`src/rtl/adder_pkg.sv`:
```
// Shared types and constants for the adder result path.
package adder_pkg;

    localparam int unsigned WIDTH = 32;

    // One captured adder result with its precomputed flags.
    typedef struct packed {
        logic [WIDTH-1:0] sum;
        logic             cout;
        logic             ovf;
        logic             zero;
        logic             neg;
    } adder_result_t;

    // Saturation targets for positive and negative signed overflow.
    localparam logic [WIDTH-1:0] SAT_POS = {1'b0, {(WIDTH-1){1'b1}}};
    localparam logic [WIDTH-1:0] SAT_NEG = {1'b1, {(WIDTH-1){1'b0}}};

    // Occupancy of the 2-entry skid buffer.
    typedef enum logic [1:0] {
        StEmpty,
        StOne,
        StTwo
    } occ_e;

endpackage

```
`src/rtl/adder_skid_buf.sv`:
```
// Two-entry valid/ready buffer over adder_result_t.
// The output register and the ready flag are both registered. This keeps in_ready
// independent of out_ready. The second entry (skid) absorbs the one result that
// arrives in the cycle in which the downstream stalls.
module adder_skid_buf
    import adder_pkg::*;
(
    input  logic          clk_i,
    input  logic          rst_ni,
    input  logic          in_valid_i,
    output logic          in_ready_o,
    input  adder_result_t in_data_i,
    output logic          out_valid_o,
    input  logic          out_ready_i,
    output adder_result_t out_data_o
);

    occ_e          state_q;
    adder_result_t out_q;
    adder_result_t skid_q;
    logic          in_ready_q;
    logic          out_valid_q;

    logic push;
    logic pop;

    assign push = in_valid_i & in_ready_q;
    assign pop  = out_valid_q & out_ready_i;

    // Occupancy FSM: moves data between input, skid and output registers.
    always_ff @(posedge clk_i) begin
        if (!rst_ni) begin
            state_q     <= StEmpty;
            out_q       <= '0;
            skid_q      <= '0;
            in_ready_q  <= 1'b1;
            out_valid_q <= 1'b0;
        end else begin
            unique case (state_q)
                StEmpty: begin
                    if (push) begin
                        out_q       <= in_data_i;
                        out_valid_q <= 1'b1;
                        state_q     <= StOne;
                    end
                end
                StOne: begin
                    if (push && !pop) begin
                        skid_q     <= in_data_i;
                        in_ready_q <= 1'b0;
                        state_q    <= StTwo;
                    end else if (push && pop) begin
                        out_q <= in_data_i;
                    end else if (pop) begin
                        out_valid_q <= 1'b0;
                        state_q     <= StEmpty;
                    end
                end
                StTwo: begin
                    // in_ready is low here, so only a pop can occur.
                    if (pop) begin
                        out_q      <= skid_q;
                        in_ready_q <= 1'b1;
                        state_q    <= StOne;
                    end
                end
                default: begin
                    state_q     <= StEmpty;
                    in_ready_q  <= 1'b1;
                    out_valid_q <= 1'b0;
                end
            endcase
        end
    end

    assign in_ready_o  = in_ready_q;
    assign out_valid_o = out_valid_q;
    assign out_data_o  = out_q;

endmodule

```
`src/rtl/adder_result_stage.sv`:
```
// Registered consumer stage for the ripple adder result.
// This stage forms the zero and neg flags, and optionally saturates the sum.
// It buffers the result through a 2-entry skid buffer.
// It also counts signed overflows with a saturating counter.
// Build option: define ADDER_RESULT_SAT_EN to clamp the sum to SAT_POS or SAT_NEG on overflow.
module adder_result_stage
    import adder_pkg::*;
#(
    parameter int unsigned WIDTH     = adder_pkg::WIDTH,
    parameter int unsigned CNT_WIDTH = 16
) (
    input  logic                 clk,
    input  logic                 rst_n,
    input  logic                 in_valid,
    output logic                 in_ready,
    input  logic [WIDTH-1:0]     in_sum,
    input  logic                 in_cout,
    input  logic                 in_ovf,
    output logic                 out_valid,
    input  logic                 out_ready,
    output logic [WIDTH-1:0]     out_sum,
    output logic                 out_cout,
    output logic                 out_ovf,
    output logic                 out_zero,
    output logic                 out_neg,
    output logic [CNT_WIDTH-1:0] ovf_count,
    input  logic                 ovf_clr
);

    localparam logic [CNT_WIDTH-1:0] CNT_MAX = '1;
    localparam logic [CNT_WIDTH-1:0] CNT_ONE = CNT_WIDTH'(1);

    adder_result_t        in_entry;
    adder_result_t        out_entry;
    logic [WIDTH-1:0]     stored_sum;
    logic                 ovf_hit;
    logic [CNT_WIDTH-1:0] cnt_q;

    // Form the stored value and its flags before capture.
    always_comb begin
        stored_sum = in_sum;
`ifdef ADDER_RESULT_SAT_EN
        // A set sign bit on overflow means a positive sum wrapped negative.
        if (in_ovf) begin
            stored_sum = in_sum[WIDTH-1] ? SAT_POS : SAT_NEG;
        end
`endif
        in_entry.sum  = stored_sum;
        in_entry.cout = in_cout;
        in_entry.ovf  = in_ovf;
        in_entry.zero = (stored_sum == '0);
        in_entry.neg  = stored_sum[WIDTH-1];
    end

    adder_skid_buf u_skid (
        .clk_i       (clk),
        .rst_ni      (rst_n),
        .in_valid_i  (in_valid),
        .in_ready_o  (in_ready),
        .in_data_i   (in_entry),
        .out_valid_o (out_valid),
        .out_ready_i (out_ready),
        .out_data_o  (out_entry)
    );

    assign ovf_hit = in_valid & in_ready & in_ovf;

    // Saturating overflow counter. A clear on the same edge as a hit restarts the count at one.
    always_ff @(posedge clk) begin
        if (!rst_n) begin
            cnt_q <= '0;
        end else if (ovf_clr) begin
            cnt_q <= ovf_hit ? CNT_ONE : '0;
        end else if (ovf_hit && (cnt_q != CNT_MAX)) begin
            cnt_q <= cnt_q + CNT_ONE;
        end
    end

    assign out_sum   = out_entry.sum;
    assign out_cout  = out_entry.cout;
    assign out_ovf   = out_entry.ovf;
    assign out_zero  = out_entry.zero;
    assign out_neg   = out_entry.neg;
    assign ovf_count = cnt_q;

endmodule

```
`config.mk`:
```
export PLATFORM = sky130hd
export DESIGN_NAME = adder_result_stage
export DESIGN_NICKNAME = d
export VERILOG_FILES = /design/src/rtl/adder_pkg.sv /design/src/rtl/adder_skid_buf.sv /design/src/rtl/adder_result_stage.sv
export SDC_FILE = /design/constraint.sdc
export NUM_CORES = 1
export LEC_CHECK = 0
export CAP_MARGIN = 5
export CORE_ASPECT_RATIO = 1.75
export CORE_MARGIN = 4
export CORE_UTILIZATION = 30
export CTS_CLUSTER_SIZE = 25
export DETAILED_ROUTE_END_ITERATION = 16
export DONT_BUFFER_PORTS = 1
export SETUP_SLACK_MARGIN = 0.1
export SKIP_LAST_GASP = 1
export SYNTH_ARGS = -nofsm -noshare
export SYNTH_HDL_FRONTEND = slang
export SYNTH_SLANG_ARGS = --single-unit
```
`constraint.sdc`:
```
create_clock -name clk -period 2.74 [get_ports clk]
set_input_delay 0.137 -clock clk [delete_from_list [all_inputs] [get_ports clk]]
set_output_delay 0.137 -clock clk [all_outputs]
set_load 0.1 [all_outputs]
```
==> out/metrics.cfg <==
[run_status]
outcome = finished clean

[route]
first_pass_iters = 5
vias = 3797
post_drt_wl_per_cell_um = 15.9
post-route-drc-count = 0
drt_iter0_drc = 177
ant_nets = 0
wl_um = 11700
viasPerCell = 5.14

[critical_path]
cp-end-kind = register
cpPeakStageDelay_ns = 0.59
reg2regPathDepth = 5
crit_slowest_cell = or4_4
rrSetupSlack_ns = 0.76
cp_top_family = simple AND/OR/NAND/NOR gates
r2r_start = ovf_count[0]
required_ns = 3.03
start_kind = register
worstPathArrival_ns = 2.27
cp_max_fo = 6
critPathKind = reg -> reg
path_cells = ha_1 -> nand4_1 -> or4_4 -> a311oi_1 -> a41o_2
path_buf_inv = 0
r2r_end = ovf_count[15]

[clock_network]
cts_tree = built
clockBufferDepth = 2
cts_root_buffer = clkbuf_16
cts_made_buffers = 9
clock_latency_ns = 0.34
htreeDepth = 3
post_cts_resized = 0
cts.clk_slew.worst_paths_ns = 0.06
cts.sinks = 90

[yosys]
ys_top_cells_by_area = dfxtp_1 46%, nand2_1 15%, a311oi_1 8.1%
synth_fp_nets = 530
synth_cell_types = 46
synth_top_area_cell = dfxtp_1
syn-mean-instance-area_sq_um = 7.94
synth_seq_cells = 90
syn_inst = 490
yosysWarnings = 0
netlist_area_sq_um = 3890
ys_seq_area_share_pct = 46.3
synth_top_area_share_pct = 46.3

[sta]
rsz0062_at_grt = false
hold_violations = 0
slew_violations = 0
worst_slack_ns = 0.756
max_freq_ghz = 0.504
finalSetupTns_ns = 0
period_share_pct = 72.4
max_slew_margin_pct = 48.6
setup_viol = 0
clock_skew_ns = 0.00555
min_period_ns = 1.98
worst_slew_pin_slew_ns = 0.765

[global_route]
grt_first_pass_wirelength_um = 18900
overflow = 0
grt_pass1_vias = 3775
grt_use_total_pct = 16.2
grt_antenna_before_repair = 0
grt_max_degree = 55

[hold_path]
hp-class = in -> reg
holdCritStartpoint = in_valid
worstHoldEndpoint = u_skid.in_ready_o
worstHoldPathCells = 2

[place]
dp.cells = 685
dp_slack_ns = 0.795
hpwl_um = 7850
portBuffers = 0
finalWeightedCongestion = 0.813

[finish]
final_nets = 605
antennaDiodeCount = 0
drive_above_1_share_pct = 15.8
n_fill_cell = 1300
fin_cells = 738
syn2layout_area_growth_pct = 32.7
final_core_util_pct = 41.1

[pwr]
p_per_area_nw_per_um2 = 774
peakVddDrop_v = 0.000407
leakage_nw = 1.94

[floorplanning]
die_h_um = 159
core_sq_um = 12600
rows = 54
chipWidth_um = 94.1
io_pins = 93
dieArea_sq_um = 14900
initial_core_util_pct = 31.0

[flow_run]
drv_cap = 0

[what timing repair did]
item / in CTS / in global routing
setup buffers: 0 / 0
hold buffers: 37 / 0
endpoints found under the hold margin: 75 / 0
[cell usage in the layout, fill, tap and decap left out, types with 2 or more instances in the layout]
cell type	synthesis	routed
nand2_1	151	151
dfxtp_1	90	89
buf_4	2	61
a21oi_1	52	52
nor2_1	39	39
dlygate4sd3_1	0	37
a311oi_1	36	36
nor4_1	9	9
or4_1	9	9
clkbuf_16	0	9
nand3_1	8	8
o31ai_1	8	8
nand4_1	5	5
o21ai_0	5	5
nand2b_1	3	3
and3_1	3	3
or3_1	3	3
inv_1	3	3
bufinv_16	0	3
and3b_1	2	2
nand3b_1	2	2
and4_1	2	2
nor3_1	2	2
clkbuf_8	0	2
[worst max-delay path by stage]
stage | from | to | slack (ns) | cells past startpoint
6_report | ovf_count[0] | ovf_count[15] | 0.76 | 5
5_1_grt | ovf_count[0] | ovf_count[15] | 0.65 | 5
4_1_cts | ovf_count[0] | ovf_count[13] | 0.78 | 5
3_5_place_dp | ovf_count[0] | ovf_count[13] | 0.79 | 5
3_3_place_gp | ovf_count[0] | ovf_count[13] | 0.85 | 5
2_1_floorplan | ovf_count[1] | ovf_count[13] | 0.24 | 5
[sequential cells by signal, indices dropped and copies added, names as in the netlist]
signal	count
u_skid.out_data_o	35
u_skid.skid_q	35
ovf_count	16
u_skid.state_q	2
u_skid.in_ready_o	1
u_skid.out_valid_o	1
[metal layers]
metal  track usage [%]  share of wire (%)
met5                 0                  0
met4              8.26                3.5
met3              4.21                6.6
met2              28.9                 52
met1              17.2                 38
[stage by stage]
step	hold slack (ns)	instance area, sq um	power [W]
3_3_place_gp	0.220	4440	0.00250
6_report	0.0390	5160	0.00400
5_1_grt	0.0504	5160	0.00416
2_1_floorplan	0.213	3890	0.00231
3_5_place_dp	0.228	4440	0.00252
4_1_cts	0.0212	5160	0.00404
[where the power goes]
group          internal [W]  total [W]  switching (W)  leakage [nW]
clock              0.000942    0.00146       0.000516         0.169
combinational      0.000247    0.00108       0.000830          1.04
sequential          0.00141    0.00146      0.0000515         0.736
[kinds of logic (layout without fill, tap and decap cells)]
family | Yosys count | in the layout | synth area share, %
buffers and inverters | 39 | 119 | 4.44
AOI/OAI and AO/OA | 112 | 112 | 19.7
DFF | 90 | 90 | 46.3
muxes | 1 | 1 | 0.257
adders and majority gates | 1 | 1 | 0.322
and+or+nand+nor | 247 | 247 | 28.9
[cell usage after synthesis, drive strengths merged]
cell type	n
o21a	1
o31a	1
and2	1
buf	15
or4	10
and4	2
and3b	2
o31ai	8
a41o	2
nor2	39
o21ai	5
nor4	10
nand2b	3
o22ai	1
or3	3
nand3b	2
and3	3
a31oi	1
inv	4
nand4	7
a21oi	52
or2	1
nand2	151
clkbuf	20
nor3	2
a21o	1
o211ai	1
a21boi	1
ha	1
mux2i	1
a211o	1
nand3	9
a311oi	37
nor2b	2
dfxtp	90
[area by class of cell]
| class | instances | area, sq um | share of cell area (%) |
|---|---|---|---|
| multi-input cells | 361 | 1930 | 37.4 |
| clock buffers | 12 | 256 | 4.97 |
| flip-flops and latches | 90 | 1800 | 34.9 |
| repair buffers | 99 | 848 | 16.4 |
| well taps | 168 | 210 | 4.07 |
| clock inverters | 4 | 97.6 | 1.89 |
| inverters | 4 | 15.0 | 0.291 |
Note: power is estimated with default switching activity, not from simulation.
